[src/rtl/eth_phy_10g_rx_lock_mon.sv]
// 10GBASE-R receive sync-header monitor: block lock via SERDES bitslip, 125 us BER window, link status.
// All outputs registered; a header sampled on an edge is reflected right after that edge, rx_status one edge later.
module eth_phy_10g_rx_lock_mon #(
   parameter int BITSLIP_HIGH_CYCLES = 1,
   parameter int BITSLIP_LOW_CYCLES  = 8,
   parameter int COUNT_125US         = 19531
) (
   input  logic       rx_clk,
   input  logic       rx_rst_n,
   input  logic [1:0] serdes_rx_hdr,
   output logic       serdes_rx_bitslip,
   output logic       rx_block_lock,
   output logic       rx_high_ber,
   output logic       rx_status,
   output logic [3:0] rx_sh_invalid_count
);

   localparam int SLIP_MAX = (BITSLIP_HIGH_CYCLES - 1 > BITSLIP_LOW_CYCLES) ?
                             (BITSLIP_HIGH_CYCLES - 1) : BITSLIP_LOW_CYCLES;
   localparam int SLIP_W   = (SLIP_MAX < 1) ? 1 : $clog2(SLIP_MAX + 1);
   localparam int TIME_W   = $clog2(COUNT_125US + 1);

   localparam logic [SLIP_W-1:0] SLIP_HIGH_LD = SLIP_W'(BITSLIP_HIGH_CYCLES - 1);
   localparam logic [SLIP_W-1:0] SLIP_LOW_LD  = SLIP_W'(BITSLIP_LOW_CYCLES);
   localparam logic [TIME_W-1:0] TIME_LD      = TIME_W'(COUNT_125US);

   logic              hdr_valid;
   logic [5:0]        sh_cnt_q, sh_cnt_d;
   logic [3:0]        inv_cnt_q, inv_cnt_d;
   logic              lock_q, lock_d;
   logic              slip_q, slip_d;
   logic [SLIP_W-1:0] slip_cnt_q, slip_cnt_d;
   logic [TIME_W-1:0] time_q, time_d;
   logic [3:0]        ber_cnt_q, ber_cnt_d;
   logic              high_ber_q, high_ber_d;
   logic              status_q, status_d;

   assign hdr_valid = serdes_rx_hdr[1] ^ serdes_rx_hdr[0];

   // Frame sync: slip hold-off first, then header evaluation.
   always_comb begin
      sh_cnt_d   = sh_cnt_q;
      inv_cnt_d  = inv_cnt_q;
      lock_d     = lock_q;
      slip_d     = slip_q;
      slip_cnt_d = slip_cnt_q;
      if (slip_cnt_q != '0) begin
         slip_cnt_d = slip_cnt_q - 1'b1;
      end else if (slip_q) begin
         slip_d     = 1'b0;
         slip_cnt_d = SLIP_LOW_LD;
      end else if (hdr_valid) begin
         sh_cnt_d = sh_cnt_q + 6'd1;
         if (sh_cnt_q == 6'd63) begin
            sh_cnt_d  = '0;
            inv_cnt_d = '0;
            if (inv_cnt_q == 4'd0) begin
               lock_d = 1'b1;
            end
         end
      end else begin
         sh_cnt_d  = sh_cnt_q + 6'd1;
         inv_cnt_d = inv_cnt_q + 4'd1;
         if (!lock_q || inv_cnt_q == 4'd15) begin
            sh_cnt_d   = '0;
            inv_cnt_d  = '0;
            lock_d     = 1'b0;
            slip_d     = 1'b1;
            slip_cnt_d = SLIP_HIGH_LD;
         end else if (sh_cnt_q == 6'd63) begin
            sh_cnt_d  = '0;
            inv_cnt_d = '0;
         end
      end
   end

   // BER window runs regardless of lock or slip hold-off.
   always_comb begin
      time_d     = (time_q != '0) ? (time_q - 1'b1) : time_q;
      ber_cnt_d  = ber_cnt_q;
      high_ber_d = high_ber_q;
      if (!hdr_valid) begin
         if (ber_cnt_q == 4'd15) begin
            high_ber_d = 1'b1;
         end else begin
            ber_cnt_d = ber_cnt_q + 4'd1;
            if (ber_cnt_q == 4'd14) begin
               high_ber_d = 1'b1;
            end
         end
      end
      if (time_q == '0) begin
         time_d    = TIME_LD;
         ber_cnt_d = '0;
         if (ber_cnt_q != 4'd15 && hdr_valid) begin
            high_ber_d = 1'b0;
         end
      end
      status_d = lock_q & ~high_ber_q;
   end

   always_ff @(posedge rx_clk or negedge rx_rst_n) begin
      if (!rx_rst_n) begin
         sh_cnt_q   <= '0;
         inv_cnt_q  <= '0;
         lock_q     <= 1'b0;
         slip_q     <= 1'b0;
         slip_cnt_q <= '0;
         time_q     <= TIME_LD;
         ber_cnt_q  <= '0;
         high_ber_q <= 1'b0;
         status_q   <= 1'b0;
      end else begin
         sh_cnt_q   <= sh_cnt_d;
         inv_cnt_q  <= inv_cnt_d;
         lock_q     <= lock_d;
         slip_q     <= slip_d;
         slip_cnt_q <= slip_cnt_d;
         time_q     <= time_d;
         ber_cnt_q  <= ber_cnt_d;
         high_ber_q <= high_ber_d;
         status_q   <= status_d;
      end
   end

   assign serdes_rx_bitslip   = slip_q;
   assign rx_block_lock       = lock_q;
   assign rx_high_ber         = high_ber_q;
   assign rx_status           = status_q;
   assign rx_sh_invalid_count = inv_cnt_q;

endmodule

[config.mk]
export PLATFORM = sky130hd
export DESIGN_NAME = eth_phy_10g_rx_lock_mon
export DESIGN_NICKNAME = d
export VERILOG_FILES = /design/src/rtl/eth_phy_10g_rx_lock_mon.sv
export SDC_FILE = /design/constraint.sdc
export NUM_CORES = 1
export LEC_CHECK = 0
export BUFFER_PORTS_ARGS = -buffer_cell sky130_fd_sc_hd__buf_2
export CAP_MARGIN = 0
export CORE_ASPECT_RATIO = 1.5
export CORE_MARGIN = 2
export CORE_UTILIZATION = 30
export DETAILED_ROUTE_END_ITERATION = 10
export PLACE_DENSITY = 0.5
export SETUP_SLACK_MARGIN = 0.5
export SYNTH_ARGS = -nofsm -noshare
export SYNTH_HDL_FRONTEND = slang
export SYNTH_SLANG_ARGS = --single-unit
[constraint.sdc]
create_clock -name rx_clk -period 1.7 [get_ports rx_clk]
set_input_delay 0.085 -clock rx_clk [delete_from_list [all_inputs] [get_ports rx_clk]]
set_output_delay 0.085 -clock rx_clk [all_outputs]
set_load 0.02 [all_outputs]
==> metrics.txt <==
DR pass1 iterations 5; Reg clk slew, reported paths 0.08 ns; largest net degree at the start of global routing 15; total global-route track usage 14.6%; I/O Buffers 11; Peak VDD IR 0.609 mV; syn nets 201; initial antenna violation count 0; GP Congestion 0.744; synthesized area 0.00192 mm²; CTS root buffer clkbuf_8; worst-path maximum fanout 5; PwrDens 1050 mW/mm²; outcome finished, violations left; fin crit share 102%; Clock Skew 0.00365 ns; core area 0.00617 mm²; Layout Cells excl Fill 338; die width 69.3 µm; total gr overflow 0; Leakage 0.00129 µW; Via density 5.04; ranking of synthesized cells by area dfrtp_1 (39%), dfstp_2 (9.6%), ha_1 (4.6%); Seq cells post-synth 37; clock buffer depth 2; CTS tree yes; dpl ws -0.0509 ns; DRT antenna net count 0; crit path DAT 1.97 ns; Final Setup Violations 5; Yosys top cell area share 39.1%; # rows 35; Synth warnings 0; global-route wire length before repair 8080 µm; vias in the first global route 1732; ANT cells 0; htree depth 2; Die Ht 102 µm; FFs w/ async S/R, synth 100%; Peak Freq 577 MHz; Nets 274; num ports 12; post-route setup slack -0.0328 ns; Via Count 1703; final wirelength 4950 µm; Post-synth EDFFs 0; total power 3050 µW; Setup CP Type flop to flop; WL/cell 14.6 µm; most numerous cell in the Yosys netlist dfrtp_1; Finished Cell Area 0.00290 mm²; worst relative slew slack 54.5%; final hold violation count 0; measured slew at the worst slew-check pin 0.680 ns; Area growth, synth to finish 51.1%; Tmin final 1.73 ns; Synth cell types 40; TritonCTS Sinks 37; failing checks setup timing; Cells after DPL 299; Crit path required time 1.94 ns; biggest area consumer among synthesized cells dfrtp_1; worst reg-to-reg path cell count 5; dpl cell area 0.00234 mm²; r2r setup slk -0.03 ns; Starting Density 31.1%; drt initial violations 58; pins over their slew limit 0; Residual DRC 0; Detail Placement HPWL 3120 µm; Die ar. 0.00707 mm²; HP Class input port to asynchronous set/reset pin; startpoint types flop; unrepaired setup endpoints after global routing true; Mapped Cells 190; share of cells above drive strength 1 49.6%; CTS buffer count 5; Finished Core Util 47.0%; Worst setup EP type flop; register area share after synthesis 48.7%; reg2reg start slip_cnt_q[2]; Mean Syn Cell Area 10.1 µm²; most frequent cells after synthesis dfrtp_1 (30), nand2_1 (22), nor2_1 (19); clk_lat worst skew 0.30 ns; Post-synth top flop dfrtp_1; Max Cap Viol 0; R2R Path End sh_cnt_q[3]
==> worst max path at each step <==
stage / startpoint / to / slack [ns] / cells past startpoint
5_1_grt: slip_cnt_q[2] / sh_cnt_q[3] / -0.1 / 5
2_1_floorplan: slip_cnt_q[2] / sh_cnt_q[5] / -0.01 / 5
6_report: slip_cnt_q[2] / sh_cnt_q[3] / -0.03 / 5
4_1_cts: slip_cnt_q[2] / sh_cnt_q[3] / -0.03 / 5
3_5_place_dp: slip_cnt_q[2] / sh_cnt_q[3] / -0.05 / 5
3_3_place_gp: slip_cnt_q[2] / sh_cnt_q[5] / -0.02 / 5
==> what timing repair did <==
item | in CTS | in global routing
endpoints found under the setup margin | 32 | 34
resized for setup | 34 | 25
hold buffers | 1 | 0
hold endpoints to repair | 12 | 0
cloned | 2 | 0
setup buffers | 18 | 10
pin swaps | 14 | 5
==> critical path: stages (launching register included) <==
cell	delay [ns]
dfrtp_1	0.38
or4_4	0.55
or2_4	0.25
buf_6	0.14
nor4b_4	0.24
a21o_1	0.11
==> logic make-up (layout without fill, tap and decap cells) <==
kind of cell	count (synthesis)	count (layout)	share of synthesized area (%)
compound gates	34	34	11.3
xor+xnor	12	12	5.47
fa+ha+maj	7	7	4.56
buf+inv	13	87	2.93
flops	37	37	48.7
mux	5	5	2.80
simple gates	82	82	24.3
==> flip-flops by register name, indices dropped and copies added (netlist names) <==
register	flops
ber_cnt_q	4
rx_block_lock	1
rx_high_ber	1
rx_sh_invalid_count	4
rx_status	1
serdes_rx_bitslip	1
sh_cnt_q	6
slip_cnt_q	4
time_q	15
==> layer usage <==
metal | wire [µm] | track usage, % | up-vias
met3 | 126 | 3.06 | 9
met4 | 133 | 7.54 | 0
met1 | 2050 | 16.7 | 839
li1 | - | - | 827
met2 | 2640 | 25.7 | 28
met5 | 0 | 0 | -
==> placed cells by master (no fill, tap or decap), types with 4 or more instances in the layout <==
cell type  count
buf_4         40
dfrtp_1       28
nand2_1       16
buf_6         16
buf_2         11
nor2_1        10
inv_1          8
nand3_1        8
o21ai_1        7
clkbuf_8       7
dfstp_2        7
nand2_2        6
nor2_2         5
nor2_4         5
xor2_1         5
xnor2_1        5
ha_1           5
o31ai_1        4
a21oi_1        4
a21o_1         4
==> layout make-up <==
class / instances / area [µm²]
Timing Repair Buffer: 69 / 561
Clock buffer: 7 / 96.3
Tap cell: 74 / 92.6
Fill cell: 560 / 3270
Inverter: 10 / 37.5
Multi-Input combinational cell: 140 / 1170
Clock inverter: 1 / 5.00
Sequential cell: 37 / 937
==> stage by stage <==
| stage | TNS, ns | hold WS (ns) |
|---|---|---|
| global route | -0.612 | 0.246 |
| finish | -0.0631 | 0.214 |
| global placement | -0.0756 | -0.000635 |
| floorplan | -0.0420 | -0.211 |
| detailed placement | -0.171 | -0.000235 |
| CTS | -0.0634 | 0.224 |
==> where the power goes <==
part / switching (µW) / internal, µW
Combinational: 566 / 597
Clock: 336 / 367
Sequential: 149 / 1040
Total: 1050 / 2000
No activity file was read; power rests on OpenSTA's default activity.
